==> src/rtl/four_12_12_err_arb.sv <==
// rtl/four_12_12_err_arb.sv - frame-atomic round-robin arbiter for a shared error datapath
module four_12_12_err_arb #(
   parameter int FRAME_LEN = 120,
   parameter int LATENCY   = 3
) (
   input  logic        clk,
   input  logic        reset,
   input  logic [31:0] req0_data,
   input  logic        req0_fst,
   input  logic        req0_vld,
   output logic        req0_rdy,
   input  logic [31:0] req1_data,
   input  logic        req1_fst,
   input  logic        req1_vld,
   output logic        req1_rdy,
   output logic [31:0] dp_data,
   output logic        dp_fst,
   output logic        dp_vld,
   input  logic        dp_rdy,
   input  logic [31:0] dp_res_data,
   output logic [31:0] err0_data,
   output logic        err0_vld,
   output logic        err0_done,
   output logic [31:0] err1_data,
   output logic        err1_vld,
   output logic        err1_done,
   output logic        sync_err
);

   localparam int CW = 7;

   typedef enum logic {IDLE, BURST} state_t;

   state_t        state_q, state_d;
   logic          prio_q, prio_d;
   logic          owner_q, owner_d;
   logic [CW-1:0] cnt_q, cnt_d;
   logic          sync_err_q, sync_err_d;

   logic [LATENCY-1:0] pipe_acc_q;
   logic [LATENCY-1:0] pipe_own_q;
   logic [LATENCY-1:0] pipe_last_q;

   logic cand0, cand1, win;
   logic fwd_sel, drop_any, fst_err;
   logic acc, acc_last;

   // Only beats that open a frame may compete; a tie goes to the priority holder.
   assign cand0 = req0_vld & req0_fst;
   assign cand1 = req1_vld & req1_fst;
   assign win   = cand1 & (~cand0 | prio_q);

   assign acc      = dp_vld & dp_rdy;
   assign acc_last = acc & (state_q == BURST) & (cnt_q == CW'(FRAME_LEN - 1));

   always_ff @(posedge clk or negedge reset) begin
      if (!reset) begin
         state_q     <= IDLE;
         prio_q      <= 1'b0;
         owner_q     <= 1'b0;
         cnt_q       <= '0;
         sync_err_q  <= 1'b0;
         pipe_acc_q  <= '0;
         pipe_own_q  <= '0;
         pipe_last_q <= '0;
      end else begin
         state_q       <= state_d;
         prio_q        <= prio_d;
         owner_q       <= owner_d;
         cnt_q         <= cnt_d;
         sync_err_q    <= sync_err_d;
         pipe_acc_q[0] <= acc;
         pipe_own_q[0] <= fwd_sel;
         pipe_last_q[0] <= acc_last;
         for (int i = 1; i < LATENCY; i++) begin
            pipe_acc_q[i]  <= pipe_acc_q[i-1];
            pipe_own_q[i]  <= pipe_own_q[i-1];
            pipe_last_q[i] <= pipe_last_q[i-1];
         end
      end
   end

   always_comb begin
      state_d    = state_q;
      prio_d     = prio_q;
      owner_d    = owner_q;
      cnt_d      = cnt_q;
      sync_err_d = sync_err_q | drop_any | fst_err;
      if (acc) begin
         if (state_q == IDLE) begin
            owner_d = fwd_sel;
            cnt_d   = CW'(1);
            state_d = BURST;
         end else if (acc_last) begin
            cnt_d   = '0;
            state_d = IDLE;
            prio_d  = ~owner_q;
         end else begin
            cnt_d = cnt_q + CW'(1);
         end
      end
   end

   always_comb begin
      req0_rdy = 1'b0;
      req1_rdy = 1'b0;
      dp_vld   = 1'b0;
      dp_fst   = 1'b0;
      dp_data  = '0;
      fwd_sel  = 1'b0;
      drop_any = 1'b0;
      fst_err  = 1'b0;
      if (reset) begin
         case (state_q)
            IDLE: begin
               if (cand0 | cand1) begin
                  fwd_sel = win;
                  dp_vld  = 1'b1;
                  dp_fst  = 1'b1;
                  dp_data = win ? req1_data : req0_data;
                  if (win) req1_rdy = dp_rdy;
                  else     req0_rdy = dp_rdy;
               end
               // Stray mid-frame beats are swallowed so the sender cannot stall.
               if (req0_vld & ~req0_fst) begin
                  req0_rdy = 1'b1;
                  drop_any = 1'b1;
               end
               if (req1_vld & ~req1_fst) begin
                  req1_rdy = 1'b1;
                  drop_any = 1'b1;
               end
            end
            default: begin
               fwd_sel = owner_q;
               dp_vld  = owner_q ? req1_vld : req0_vld;
               dp_data = dp_vld ? (owner_q ? req1_data : req0_data) : '0;
               fst_err = dp_vld & dp_rdy & (owner_q ? req1_fst : req0_fst);
               if (owner_q) req1_rdy = dp_rdy;
               else         req0_rdy = dp_rdy;
            end
         endcase
      end
   end

   assign err0_vld  = pipe_acc_q[LATENCY-1] & ~pipe_own_q[LATENCY-1];
   assign err1_vld  = pipe_acc_q[LATENCY-1] &  pipe_own_q[LATENCY-1];
   assign err0_done = err0_vld & pipe_last_q[LATENCY-1];
   assign err1_done = err1_vld & pipe_last_q[LATENCY-1];
   assign err0_data = err0_vld ? dp_res_data : '0;
   assign err1_data = err1_vld ? dp_res_data : '0;
   assign sync_err  = sync_err_q;

endmodule

==> config.mk <==
export PLATFORM = sky130hd
export DESIGN_NAME = four_12_12_err_arb
export DESIGN_NICKNAME = d
export VERILOG_FILES = /design/src/rtl/four_12_12_err_arb.sv
export SDC_FILE = /design/constraint.sdc
export NUM_CORES = 1
export LEC_CHECK = 0
export BUFFER_PORTS_ARGS = -buffer_cell sky130_fd_sc_hd__buf_2
export CAP_MARGIN = 20
export CORE_MARGIN = 8
export CORE_UTILIZATION = 31
export CTS_BUF_LIST = sky130_fd_sc_hd__clkbuf_4 sky130_fd_sc_hd__clkbuf_8 sky130_fd_sc_hd__clkbuf_16
export DETAILED_ROUTE_END_ITERATION = 12
export HOLD_SLACK_MARGIN = 0.08
export MAX_ROUTING_LAYER = met4
export PLACE_DENSITY = 0.81
export RECOVER_POWER = 25
export SETUP_SLACK_MARGIN = 0.15
export SLEW_MARGIN = 5
export SYNTH_ARGS = -nofsm -noshare
export SYNTH_HDL_FRONTEND = slang
export SYNTH_SLANG_ARGS = --single-unit
==> constraint.sdc <==
create_clock -name clk -period 1.87 [get_ports clk]
set_clock_uncertainty 0.15 [all_clocks]
set_input_delay 0.0935 -clock clk [delete_from_list [all_inputs] [get_ports clk]]
set_output_delay 0.0935 -clock clk [all_outputs]
set_load 0.02 [all_outputs]
== After elaboration in Yosys (flattened, before gate mapping) ==
Index checks and enable logic that the tools add are counted.

* Register bits after elaboration: 20
* Input bits: 103
* Output and inout port bits: 105

* Add/sub/neg operators: 1
* Equality and inequality tests: 1
* Mux-type cells: 40
* Bitwise logic cells: 24
* Reduce and logical (&&, ||, !) cells: 2

{| class="wikitable"
|+ Operators with widths
! cell !! count
|-
| two-way mux 32 bit || 8
|-
| two-way mux 1 bit || 30
|-
| bitwise AND 1 bit || 14
|-
| two-way mux 7 bit || 2
|-
| adder 7 x 1 -> 7 bit, second input constant || 1
|-
| equality test 7 bit, second input constant || 1
|-
| NOT 1 bit || 6
|-
| OR 1 bit || 4
|-
| AND reduction 3 bit || 1
|-
| AND reduction 2 bit || 1
|}

== Longest topological paths before layout ==
Gate-level depths: netlist (run 1).

* Depth after elaboration: 10
* Depth in mapped cells: 7
* Depth with buffers taken out: 5

== Least setup slack after synthesis (run 1) ==
Ideal clock, no wire load.

* Path type: reg2reg
* From: register owner_q
* To: register cnt_q[5]
* Arrival time: 1.774 ns
* Path slack: -0.174 ns
* Cell stages (with the launch flop): 8
* Path buffers: 2
* Clock period less this slack: 2.044 ns
* Path through: dfrtp_1 -> buf_6 -> mux2i_1 -> a2111o_1 -> buf_6 -> clkinv_1 -> mux2_2 -> a31o_2

* Word-level cells in the longest chain between the ends: 8

{| class="wikitable"
|+ RTL lines
! item !! line !! text
|-
| start, declared || 36 || <nowiki>logic owner_q, owner_d;</nowiki>
|-
| start signal, assigned || 69 || <nowiki>owner_q <= owner_d;</nowiki>
|-
| two-way mux 1 bit (*) || 136 || <nowiki>dp_vld = owner_q ? req1_vld : req0_vld;</nowiki>
|-
| two-way mux 1 bit (*) || 114 || <nowiki>case (state_q)</nowiki>
|-
| two-way mux 1 bit (*) || 113 || <nowiki>if (reset) begin</nowiki>
|-
| bitwise AND 1 bit (*) || 53 || <nowiki>assign acc = dp_vld & dp_rdy;</nowiki>
|-
| net acc || 46 || <nowiki>logic acc, acc_last;</nowiki>
|-
| bitwise AND 1 bit (2 in a row) || 54 || <nowiki>assign acc_last = acc & (state_q == BURST) & (cnt_q == CW'(FRAME_LEN - 1));</nowiki>
|-
| two-way mux 7 bit || 94 || <nowiki>end else if (acc_last) begin</nowiki>
|-
| two-way mux 7 bit || 90 || <nowiki>if (state_q == IDLE) begin</nowiki>
|-
| end signal, assigned || 70 || <nowiki>cnt_q <= cnt_d;</nowiki>
|-
| end, declared || 37 || <nowiki>logic [CW-1:0] cnt_q, cnt_d;</nowiki>
|}

The timed path passes the listed nets; every way through them passes the cells marked *.
A chain may end at the register's enable or synchronous reset.

== Worst setup path in the final report (run 1) ==
* From: register state_q
* To: output dp_data[15]

* Word-level cells in the longest chain between the ends: 2

{| class="wikitable"
|+ RTL lines
! item !! line !! text
|-
| start, declared || 34 || <nowiki>state_t state_q, state_d;</nowiki>
|-
| start signal, assigned || 67 || <nowiki>state_q <= state_d;</nowiki>
|-
| two-way mux 32 bit || 114 ||
|-
| two-way mux 32 bit || 113 ||
|-
| end, declared || 16 || <nowiki>output logic [31:0] dp_data,</nowiki>
|}

No other way between the ends.

==> results.ini, run 1 <==
[synth]
synth_top_area_share_pct = 28.17
syn_nets = 321
synth_area_leaders = sky130_fd_sc_hd__dfrtp_1 28%, sky130_fd_sc_hd__a22o_1 16%, sky130_fd_sc_hd__and2_1 12%
synthTopCellsByCount = 35 x sky130_fd_sc_hd__and2_1, 33 x sky130_fd_sc_hd__a22o_1, 33 x sky130_fd_sc_hd__and3_1, 20 x sky130_fd_sc_hd__dfrtp_1, 14 x sky130_fd_sc_hd__clkbuf_1
netlist_area_um2 = 1777
synth-edff-count = 0
synth-main-ff-cell = sky130_fd_sc_hd__dfrtp_1
synth.most_common_cell = sky130_fd_sc_hd__and2_1
post_synth_inst_count = 217
synthDistinctLibCells = 42
synth.avg_cell_area_um2 = 8.188
synth-seq-area-share_pct = 28.17
seq_cells_post_synth = 20
netlist.top_cell.by_area = sky130_fd_sc_hd__dfrtp_1
yosysWarnings = 0
ys_async_sr_fraction_pct = 100.0

[power]
power_per_cell_area_nw_per_um2 = 419.5
p_total_w = 0.001672
leakage_nw = 2.365
largest_voltage_drop_on_the_vdd_net_uv = 332.0

[global_route]
globalRouteOverflowTotal = 0
grt_pass1_vias = 2981
grt_max_degree = 35
gr-usage-all-layers_pct = 24.36
antenna_violations_before_repair = 0
grt_first_pass_wirelength_um = 16130

[clock_tree]
cts_made_buffers = 3
cts.sinks = 20
max-clock-path-buffers = 2
clock_latency_ns = 0.26
cts.clk_slew.worst_paths_ns = 0.08
cts_htree_levels = 1
root_buffer = sky130_fd_sc_hd__clkbuf_8
cts_tree = yes

[sta]
final-max-slew-violation-count = 0
clock.fmax_mhz = 479.9
timing.hold.ws_ns = 0.1508
setup_repair_after_global_routing_missed_its_margin = true
finalCriticalPeriod_ns = 2.084
actual_transition_at_the_worst_max_transition_pin_ns = 0.8366
report.final.hold_viol_count = 0
final.period_utilization_pct = 111.4
setup_ws_ns = -0.2137
report.final.setup_viol = 43
slew_limit_headroom_pct = 44.23

[finish]
drive_above_1_share_pct = 66.00
syn2layout_area_growth_pct = 124.3
final_cell_count_no_fill = 525
final_stage_net_count = 558
antennaDiodeCount = 0

[floorplanning]
io_pins = 208
die_width_um = 91.71
die_height_um = 91.71
fp.coreArea_um2 = 5507
initial_utilization_pct = 32.27
fp-row-count = 27
die-area_um2 = 8410

[outcome]
violated_checks = setup timing
result_of_the_run = complete, but fails checks

[placed_design]
numPlacedInstances = 497
gpl.final_weighted_congestion = 0.9103
port_buffers = 207
detailed_place_hpwl_um = 7573

[detailed_routing]
route.vias.total = 2762
drtPass1Iterations = 4
avgViaCountPerCell = 5.261
drc = 0
drt_wl_total_um = 10890
detail_route.wl_per_cell_um = 20.74
drt_iter0_drc = 134
postRouteAntennaNets = 0

[setup_path]
r2r_slack_ns = -0.19
startpoint_type = flip-flop
critPathCaptureType = output pin
crit_required_ns = 1.63
timing.critical_path.fanout_max = 8
critical_path_arrival_ns = 1.84
setup.worst_path.class = reg -> out
r2r_cells = 7

[min_path]
worstHoldPathType = in -> reg
hold_path_depth = 4

[flow_run]
maxCapViolations = 0

final cells by class:
cell class / instances / area, um2
clock buffer: 3 / 41.29
tap: 72 / 90.09
sequential: 20 / 501.7
multi-input combinational: 170 / 1526
fill: 397 / 1521
clock inverter: 1 / 30.03
inverter: 8 / 35.03
timing repair buffer: 251 / 1760
registers in the layout, summed over array words and instances, names as in the netlist:
register / count
cnt_q: 7
owner_q: 1
pipe_acc_q: 3
pipe_last_q: 3
pipe_own_q: 3
prio_q: 1
state_q: 1
sync_err: 1
final timing paths:
| check | from | endpoint |
|---|---|---|
| max in group asynchronous | reset | pipe_acc_q[2] |
| worst max register to register | state_q | cnt_q[5] |
| worst min register to register | pipe_own_q[0] | pipe_own_q[1] |
| worst min-delay path | reset | pipe_own_q[0] |
| min in group asynchronous | reset | cnt_q[6] |
| worst max-delay path | state_q | dp_data[15] |
layer usage:
layer	GRT usage, %	vias to the layer above	part of all wire, %
li1	-	1284	-
met3	7.416	30	8.7
met1	23.37	1280	35
met5	-	-	0
met4	5.906	0	2.6
met2	46.34	168	54
cells by family (layout without fill, tap and decap cells):
| logic type | count (synthesis) | in the layout | synth area share, % |
|---|---|---|---|
| simple gates | 104 | 104 | 34.72 |
| compound gates | 62 | 62 | 27.89 |
| buf+inv | 27 | 263 | 6.760 |
| flops | 20 | 20 | 28.17 |
| mux | 3 | 3 | 1.761 |
| fa+ha+maj | 1 | 1 | 0.7041 |
worst max-delay path: stages (launching register included):
cell and delay, ns:
sky130_fd_sc_hd__dfrtp_1 0.40, sky130_fd_sc_hd__buf_4 0.15, sky130_fd_sc_hd__buf_12 0.12, sky130_fd_sc_hd__nand2_4 0.07, sky130_fd_sc_hd__o32ai_4 0.08, sky130_fd_sc_hd__buf_6 0.15, sky130_fd_sc_hd__bufbuf_16 0.27, sky130_fd_sc_hd__a22o_4 0.21
sky130_fd_sc_hd__buf_6 0.13
stage by stage:
stage	utilization (%)	cell area, um2	worst slack [ns]	setup TNS (ns)
finish	72.37	3985	-0.2137	-6.565
global route	72.37	3985	-0.2703	-9.132
CTS	70.89	3904	-0.2034	-6.030
detailed placement	59.74	3289	-0.03118	-0.4693
global placement	59.74	3289	-0.01105	-0.01676
floorplan	-	2063	-0.04711	-0.04711
power by group:
part	leakage [nW]	internal, W	switching, W	total [W]
sequential	0.231	0.000466	0.0000412	0.000508
clock	0.0357	0.000285	0.000152	0.000438
combinational	2.10	0.000368	0.000358	0.000727
total	2.37	0.00112	0.000552	0.00167
placed cells by master, fill, tap and decap left out, types with 4 or more instances in the layout:
cell type                  synthesis  routed
sky130_fd_sc_hd__a22o_4            0      30
sky130_fd_sc_hd__and2_1           35      35
sky130_fd_sc_hd__and3_1           33      33
sky130_fd_sc_hd__buf_16            0       4
sky130_fd_sc_hd__buf_2             3     171
sky130_fd_sc_hd__buf_4             0      23
sky130_fd_sc_hd__buf_6             2      42
sky130_fd_sc_hd__dfrtp_1          20      19
sky130_fd_sc_hd__inv_1             7       6
sky130_fd_sc_hd__nand2_1          12      10
sky130_fd_sc_hd__nand3_1           9       8
sky130_fd_sc_hd__o211ai_1          4       4
sky130_fd_sc_hd__o21ai_0           5       4
timing repair:
item                       CTS  global route
hold buffers                 3             0
resized for setup           85            20
buffers inserted            13             3
cloned                       5             0
hold endpoints to repair    22             0
setup endpoints to repair   42            46
pin swaps                    7            27
(Power assumes the default switching activity.)
==> inputs of run 2 (changes only) <==
--- a/config.mk
+++ b/config.mk
@@ -5,10 +5,11 @@
 export SDC_FILE = /design/constraint.sdc
 export NUM_CORES = 1
 export LEC_CHECK = 0
+export ABC_AREA = 1
 export BUFFER_PORTS_ARGS = -buffer_cell sky130_fd_sc_hd__buf_2
 export CAP_MARGIN = 20
 export CORE_MARGIN = 8
-export CORE_UTILIZATION = 31
+export CORE_UTILIZATION = 36
 export CTS_BUF_LIST = sky130_fd_sc_hd__clkbuf_4 sky130_fd_sc_hd__clkbuf_8 sky130_fd_sc_hd__clkbuf_16
 export DETAILED_ROUTE_END_ITERATION = 12
 export HOLD_SLACK_MARGIN = 0.08
==> results.ini, run 2 <==
[synth]
synthDistinctLibCells = 33  ; -21%
syn_nets = 510  ; +59%
synth-edff-count = 0  ; unchanged
synth.most_common_cell = sky130_fd_sc_hd__inv_1
seq_cells_post_synth = 20  ; unchanged
synth-seq-area-share_pct = 20.20  ; -8.0 points
ys_async_sr_fraction_pct = 100.0  ; unchanged
netlist.top_cell.by_area = sky130_fd_sc_hd__dfrtp_1
synth_top_area_share_pct = 20.20  ; -8.0 points
post_synth_inst_count = 406  ; +87%
synthTopCellsByCount = 81 x sky130_fd_sc_hd__inv_1, 75 x sky130_fd_sc_hd__nor2_1, 63 x sky130_fd_sc_hd__o21ai_1, 36 x sky130_fd_sc_hd__nand2_1, 35 x sky130_fd_sc_hd__a21oi_1
yosysWarnings = 0  ; unchanged
synth.avg_cell_area_um2 = 6.102  ; -25%
netlist_area_um2 = 2477  ; +39%
synth_area_leaders = sky130_fd_sc_hd__dfrtp_1 20%, sky130_fd_sc_hd__mux2i_1 13%, sky130_fd_sc_hd__o21ai_1 13%
synth-main-ff-cell = sky130_fd_sc_hd__dfrtp_1

[clock_tree]
cts.clk_slew.worst_paths_ns = 0.07  ; about the same
clock_latency_ns = 0.26  ; about the same
cts_htree_levels = 1  ; unchanged
cts_tree = yes
cts_made_buffers = 3  ; unchanged
root_buffer = sky130_fd_sc_hd__clkbuf_8
max-clock-path-buffers = 2  ; unchanged
cts.sinks = 20  ; unchanged

[power]
internal-power_w = 0.001239  ; +11%
power_per_cell_area_nw_per_um2 = 544.5  ; +30%
pwr-share-comb_pct = 60.2  ; +17 points
p_clk_share_pct = 14.7  ; -12 points
switching_share_pct = 44.16  ; +11 points
leakage_nw = 2.358  ; -0.29%
largest_voltage_drop_on_the_vdd_net_uv = 292.6  ; -12%
p_total_w = 0.002219  ; +33%
sequential_power_share_pct = 25.2  ; -5.2 points
switchingPower_w = 0.0009797  ; +78%

[detailed_routing]
avgViaCountPerCell = 5.020  ; -4.6%
postRouteAntennaNets = 0  ; unchanged
route.vias.total = 3519  ; +27%
drtPass1Iterations = 4  ; unchanged
detail_route.wl_per_cell_um = 15.97  ; -23%
drt_wl_total_um = 11190  ; +2.8%
drc = 0  ; unchanged
drt_iter0_drc = 162  ; +21%

[floorplanning]
fp-row-count = 30  ; +11%
fp.coreArea_um2 = 6719  ; +22%
die_width_um = 98.96  ; +7.9%
initial_utilization_pct = 36.87  ; +4.6 points
die_height_um = 98.96  ; +7.9%
io_pins = 208  ; unchanged
die-area_um2 = 9792  ; +16%

[finish]
final_cell_count_no_fill = 701  ; +34%
mostFrequentLayoutCell = sky130_fd_sc_hd__buf_2
filler_cell_count = 579  ; +46%
drive_above_1_share_pct = 44.91  ; -21 points
final_stage_net_count = 724  ; +30%
syn2layout_area_growth_pct = 64.50
layout_common_cells = 145 x sky130_fd_sc_hd__buf_2, 80 x sky130_fd_sc_hd__inv_1, 70 x sky130_fd_sc_hd__buf_4
multiInputGateArea_um2 = 1673  ; +9.6%
largest_register_ffs = 7  ; unchanged
seq_area_um2 = 503.0  ; +0.25%
registers.top_by_ff_count = cnt_q

[global_route]
grt_first_pass_wirelength_um = 16530  ; +2.5%
globalRouteOverflowTotal = 0  ; unchanged
grt_max_degree = 47  ; +34%
gr-usage-all-layers_pct = 20.87  ; -3.5 points
antenna_violations_before_repair = 1  ; +1
grt_pass1_vias = 3472  ; +16%

[setup_path]
startpoint_type = flip-flop
critPathCaptureType = output pin
r2r_cells = 9  ; +2
r2r-start = state_q
timing.rr.end = cnt_q[0]
setup.worst_path.class = reg -> out
r2r_slack_ns = 0.30  ; +0.49 ns
timing.critical_path.fanout_max = 7  ; -1
crit_required_ns = 1.63  ; about the same
critical_path_arrival_ns = 1.55  ; -0.29 ns

[sta]
report.final.setup_viol = 0  ; -100%
timing.hold.ws_ns = 0.09741  ; -0.05339 ns
actual_transition_at_the_worst_max_transition_pin_ns = 1.073  ; +0.2365 ns
final-max-slew-violation-count = 0  ; unchanged
final.period_utilization_pct = 95.78  ; -16 points
clock.fmax_mhz = 558.3  ; +16%
setup_repair_after_global_routing_missed_its_margin = true
report.final.hold_viol_count = 0  ; unchanged
finalCriticalPeriod_ns = 1.791  ; -0.2925 ns
setup_tns_final_ns = 0  ; +6.565 ns
slew_limit_headroom_pct = 28.46  ; -16 points

[placed_design]
port_buffers = 207  ; unchanged
gpl.final_weighted_congestion = 0.9476  ; +4.1%
detailed_place_hpwl_um = 8218  ; +8.5%
numPlacedInstances = 676  ; +36%

[min_path]
hold_path_depth = 5  ; +1
worstHoldPathType = in -> reg
critical_hold_path_startpoint = req1_vld
destination_of_the_worst_hold_path = sync_err

[outcome]
result_of_the_run = completed

[flow_run]
maxCapViolations = 0  ; unchanged

## run 2: changes by cell type after synthesis, moves of 5 or more
cell	previous run	this run
sky130_fd_sc_hd__nand2_1	12	36
sky130_fd_sc_hd__inv_1	7	81
sky130_fd_sc_hd__a22o_1	33	0
sky130_fd_sc_hd__o21ai_1	0	63
sky130_fd_sc_hd__mux2i_1	2	32
sky130_fd_sc_hd__nor2_1	2	75
sky130_fd_sc_hd__a21oi_1	4	35
sky130_fd_sc_hd__clkbuf_1	14	5
sky130_fd_sc_hd__buf_2	3	8
sky130_fd_sc_hd__and3_1	33	0
sky130_fd_sc_hd__and2_1	35	0
## run 2: through the flow
stage / utilization [%] / area (um2) / setup WS (ns)
floorplan: - / 2477 / 0.1916
CTS: 57.54 / 3866 / 0.05625
global placement: 53.15 / 3571 / 0.1334
finish: 60.65 / 4075 / 0.07889
global route: 60.61 / 4073 / 0.007543
detailed placement: 53.15 / 3571 / 0.08631
## run 2: worst max path at each step
stage                        from          end  slack [ns]  cells past startpoint
after CTS                  prio_q   dp_data[9]        0.06                      7
after global routing       prio_q     req1_rdy       0.008                      6
final                      prio_q  dp_data[30]        0.08                      7
after global placement    state_q   dp_data[0]        0.13                      6
after detailed placement  state_q  dp_data[24]        0.09                      6
after floorplan           owner_q   dp_data[1]        0.19                      5
## run 2: worst max-delay path, stage by stage (launching register included)
cell and delay (ns):
sky130_fd_sc_hd__dfrtp_1 0.41, sky130_fd_sc_hd__nor2_2 0.13, sky130_fd_sc_hd__nor2_4 0.08, sky130_fd_sc_hd__buf_4 0.17
sky130_fd_sc_hd__a21oi_2 0.12, sky130_fd_sc_hd__o21ai_1 0.08, sky130_fd_sc_hd__o21ai_1 0.12, sky130_fd_sc_hd__buf_4 0.18
## run 2: routing by layer
layer,wire length [um],part of all wire (%),global-route usage (%),vias to the layer above
met5,0,0,-,-
met4,209,1.9,6.612,0
li1,-,-,-,1721
met2,5889,53,39.14,194
met3,919,8.2,4.510,16
met1,4174,37,20.92,1588
## run 2: power by group through the flow
stage                     clock, W  combinational, W  sequential (W)
after CTS                 0.000333           0.00126        0.000558
after global routing      0.000359           0.00144        0.000566
after detailed placement         0           0.00116        0.000563
after global placement           0           0.00114        0.000557
final                     0.000326           0.00133        0.000558
after floorplan                  0          0.000764        0.000543
## run 2: repair_timing
| action | 4_1_cts | 5_1_grt |
|---|---|---|
| endpoints found under the setup margin | 69 | 84 |
| hold buffers | 2 | 0 |
| pin swaps | 3 | 4 |
| gates resized for setup | 39 | 61 |
| buffers inserted | 9 | 1 |
| hold endpoints to repair | 23 | 0 |
| cloned | 4 | 3 |
## run 2: cells by family after synthesis
group / count (synthesis) / synth area share (%)
xor gates and xnor gates: 2 / 0.7072
adders and majority gates: 1 / 0.5050
AOI/OAI and AO/OA: 114 / 24.39
DFF: 20 / 20.20
buffers and inverters: 108 / 18.43
muxes: 32 / 12.93
and+or+nand+nor: 129 / 22.83
## run 2: cell type report
cell class | count | area share [%]
well taps | 80 | 2.456
diodes | 2 | 0.1228
repair inverters | 1 | 0.1842
flip-flops and latches | 20 | 12.34
repair buffers | 227 | 34.48
inverters | 84 | 8.014
multi-input cells | 283 | 41.05
clock buffers | 4 | 1.351
==> inputs of run 3 (changes only) <==
--- a/config.mk
+++ b/config.mk
@@ -8,7 +8,7 @@
 export ABC_AREA = 1
 export BUFFER_PORTS_ARGS = -buffer_cell sky130_fd_sc_hd__buf_2
 export CAP_MARGIN = 20
-export CORE_MARGIN = 8
+export CORE_MARGIN = 2
 export CORE_UTILIZATION = 36
 export CTS_BUF_LIST = sky130_fd_sc_hd__clkbuf_4 sky130_fd_sc_hd__clkbuf_8 sky130_fd_sc_hd__clkbuf_16
 export DETAILED_ROUTE_END_ITERATION = 12
==> results.ini, run 3 (same netlist as run 2, synthesis figures left out) <==
[outcome]
result_of_the_run = completed

[floorplanning]
io_pins = 208  ; unchanged
fp-row-count = 30  ; unchanged
die-area_um2 = 7561  ; -23%
initial_utilization_pct = 36.87  ; unchanged
die_width_um = 86.96  ; -12%
die_height_um = 86.96  ; -12%
fp.coreArea_um2 = 6719  ; unchanged

[sta]
slew_limit_headroom_pct = 75.94  ; +47 points
setup_repair_after_global_routing_missed_its_margin = true
setup_tns_final_ns = 0  ; unchanged
report.final.hold_viol_count = 0  ; unchanged
report.final.setup_viol = 0  ; unchanged
actual_transition_at_the_worst_max_transition_pin_ns = 0.3609  ; -0.7122 ns
finalCriticalPeriod_ns = 1.836  ; +0.04512 ns
final-max-slew-violation-count = 0  ; unchanged
clock.fmax_mhz = 544.6  ; -2.5%
final.period_utilization_pct = 98.19  ; +2.4 points
timing.hold.ws_ns = 0.1018  ; +0.004388 ns

[setup_path]
crit_required_ns = 1.63  ; about the same
timing.critical_path.fanout_max = 27  ; +20
critPathCaptureType = output pin
critical_path_arrival_ns = 1.59  ; +0.04 ns
crit_top_cell = sky130_fd_sc_hd__o21ai_1
cp_slowest_stage_delay_ns = 0.40  ; about the same
cp_cell_sequence = nor2_2 > nor2_4 > clkbuf_16 > a21oi_1 > o21ai_1 > o21ai_1 > buf_2
setup.worst_path.class = reg -> out
slowest_stage_cell_cp = sky130_fd_sc_hd__dfrtp_1
r2r-start = state_q
startpoint_type = flip-flop
crit_path_start = prio_q

[global_route]
grt_max_degree = 55  ; +17%
grt_pass1_vias = 2967  ; -15%
grt_first_pass_wirelength_um = 13210  ; -20%
globalRouteOverflowTotal = 0  ; unchanged
gr-usage-all-layers_pct = 22.25  ; +1.4 points
antenna_violations_before_repair = 0  ; -1

[clock_tree]
cts_htree_levels = 1  ; unchanged
cts_made_buffers = 3  ; unchanged
cts.clk_slew.worst_paths_ns = 0.08  ; about the same
cts.sinks = 20  ; unchanged
max-clock-path-buffers = 2  ; unchanged
clock_latency_ns = 0.26  ; about the same
cts_tree = yes
root_buffer = sky130_fd_sc_hd__clkbuf_8

[power]
switching_share_pct = 42.15  ; -2.0 points
internal-power_w = 0.001378  ; +11%
switchingPower_w = 0.001004  ; +2.5%
sequential_power_share_pct = 23.3  ; -1.9 points
pwr-share-comb_pct = 58.7  ; -1.5 points
leakage_nw = 2.434  ; +3.2%
p_clk_share_pct = 18.0  ; +3.3 points
power_per_cell_area_nw_per_um2 = 545.6  ; +0.21%
largest_voltage_drop_on_the_vdd_net_uv = 377.6  ; +29%

[finish]
registers.top_by_ff_count = cnt_q
layout_common_cells = 154 x sky130_fd_sc_hd__buf_2, 79 x sky130_fd_sc_hd__inv_1, 62 x sky130_fd_sc_hd__o21ai_1
drive_above_1_share_pct = 47.19  ; +2.3 points
antennaDiodeCount = 0  ; -2
final_stage_net_count = 728  ; +0.55%
largest_register_ffs = 7  ; unchanged
filler_cell_count = 559  ; -3.5%
mostFrequentLayoutCell = sky130_fd_sc_hd__buf_2
finish.instance_area_um2 = 4367  ; +7.2%
final_cell_count_no_fill = 703  ; +0.29%
syn2layout_area_growth_pct = 76.26

[detailed_routing]
detail_route.wl_per_cell_um = 15.04  ; -5.8%
avgViaCountPerCell = 5.050  ; +0.59%
drt_iter0_drc = 162  ; unchanged
route.vias.total = 3550  ; +0.88%
drc = 0  ; unchanged
drtPass1Iterations = 4  ; unchanged
postRouteAntennaNets = 0  ; unchanged
drt_wl_total_um = 10570  ; -5.5%

[placed_design]
place_area_um2 = 3551  ; -0.56%
port_buffers = 207  ; unchanged
gpl.final_weighted_congestion = 0.8876  ; -6.3%
numPlacedInstances = 675  ; -0.15%
detailed_place_hpwl_um = 6802  ; -17%

[min_path]
critical_hold_path_startpoint = req1_fst
worstHoldPathType = in -> reg

[flow_run]
maxCapViolations = 0  ; unchanged

==> run 3: changes by cell type in the layout (fill, tap and decap cells not counted), moves of 3 or more <==
cell,change
sky130_fd_sc_hd__a21oi_2,+4
sky130_fd_sc_hd__nor2_4,+19
sky130_fd_sc_hd__buf_6,+20
sky130_fd_sc_hd__nor2_2,-14
sky130_fd_sc_hd__a21oi_1,-4
sky130_fd_sc_hd__dlygate4sd3_1,+3
sky130_fd_sc_hd__buf_2,+9
sky130_fd_sc_hd__buf_4,-29
sky130_fd_sc_hd__nor2_1,-5
==> run 3: path summary, 6_finish.rpt <==
path,end,slack [ns],cells after the start
min in group asynchronous,sync_err,0.39,2
max in group asynchronous,state_q,0.53,3
worst min-delay path,sync_err,0.10,5
worst max register to register,cnt_q[0],0.26,9
worst max-delay path,dp_data[15],0.03,7
worst min register to register,pipe_acc_q[2],0.20,0
==> run 3: layout make-up <==
type                    instances  area [um2]  area share [%]
clock buffers                   3       41.29          0.9456
clock inverters                 1       30.03          0.6877
inverters                      84       326.6           7.479
multi-input cells             282        1798           41.17
flip-flops and latches         20       503.0           11.52
well taps                      80       100.1           2.292
repair buffers                232        1560           35.73
repair inverters                1       7.507          0.1719
==> run 3: worst max-delay path: cells and delay by family (launching register included) <==
kind	cells	cell delay (ns)
AO/OA/AOI/OAI	3	0.22
buffers and inverters	2	0.42
flip-flops	1	0.40
AND/OR/NAND/NOR	2	0.29
==> run 3: metrics by stage <==
stage | utilization, % | setup WS, ns | power, W
after floorplan | - | 0.1916 | 0.001307
after global placement | 52.85 | 0.06591 | 0.001671
after detailed placement | 52.85 | 0.02129 | 0.001691
after CTS | 57.11 | 0.05931 | 0.002202
after global routing | 64.99 | -0.02777 | 0.002528
final | 64.99 | 0.03378 | 0.002382
==> run 3: what timing repair did <==
| action | 4_1_cts | 5_1_grt |
|---|---|---|
| pin swaps | 4 | 7 |
| gates cloned | 3 | 5 |
| setup buffers | 9 | 3 |
| endpoints found under the setup margin | 78 | 76 |
| resized for setup | 27 | 123 |
| endpoints found under the hold margin | 24 | 0 |
| hold buffers | 4 | 0 |
==> run 3: layer usage <==
metal	track usage (%)	share of wire [%]	wire [um]	up-vias
met4	8.523	2.4	256	0
li1	-	-	-	1730
met3	2.654	7.1	750	24
met1	22.07	37	3863	1622
met2	43.51	54	5704	174
met5	-	0	0	-
==> run 3: power by group through the flow <==
stage	clock network [W]	logic (W)	registers (W)
finish	0.000429	0.00140	0.000556
global route	0.000464	0.00150	0.000567
CTS	0.000438	0.00121	0.000554
detailed placement	0	0.00113	0.000562
global placement	0	0.00111	0.000560
floorplan	0	0.000764	0.000543
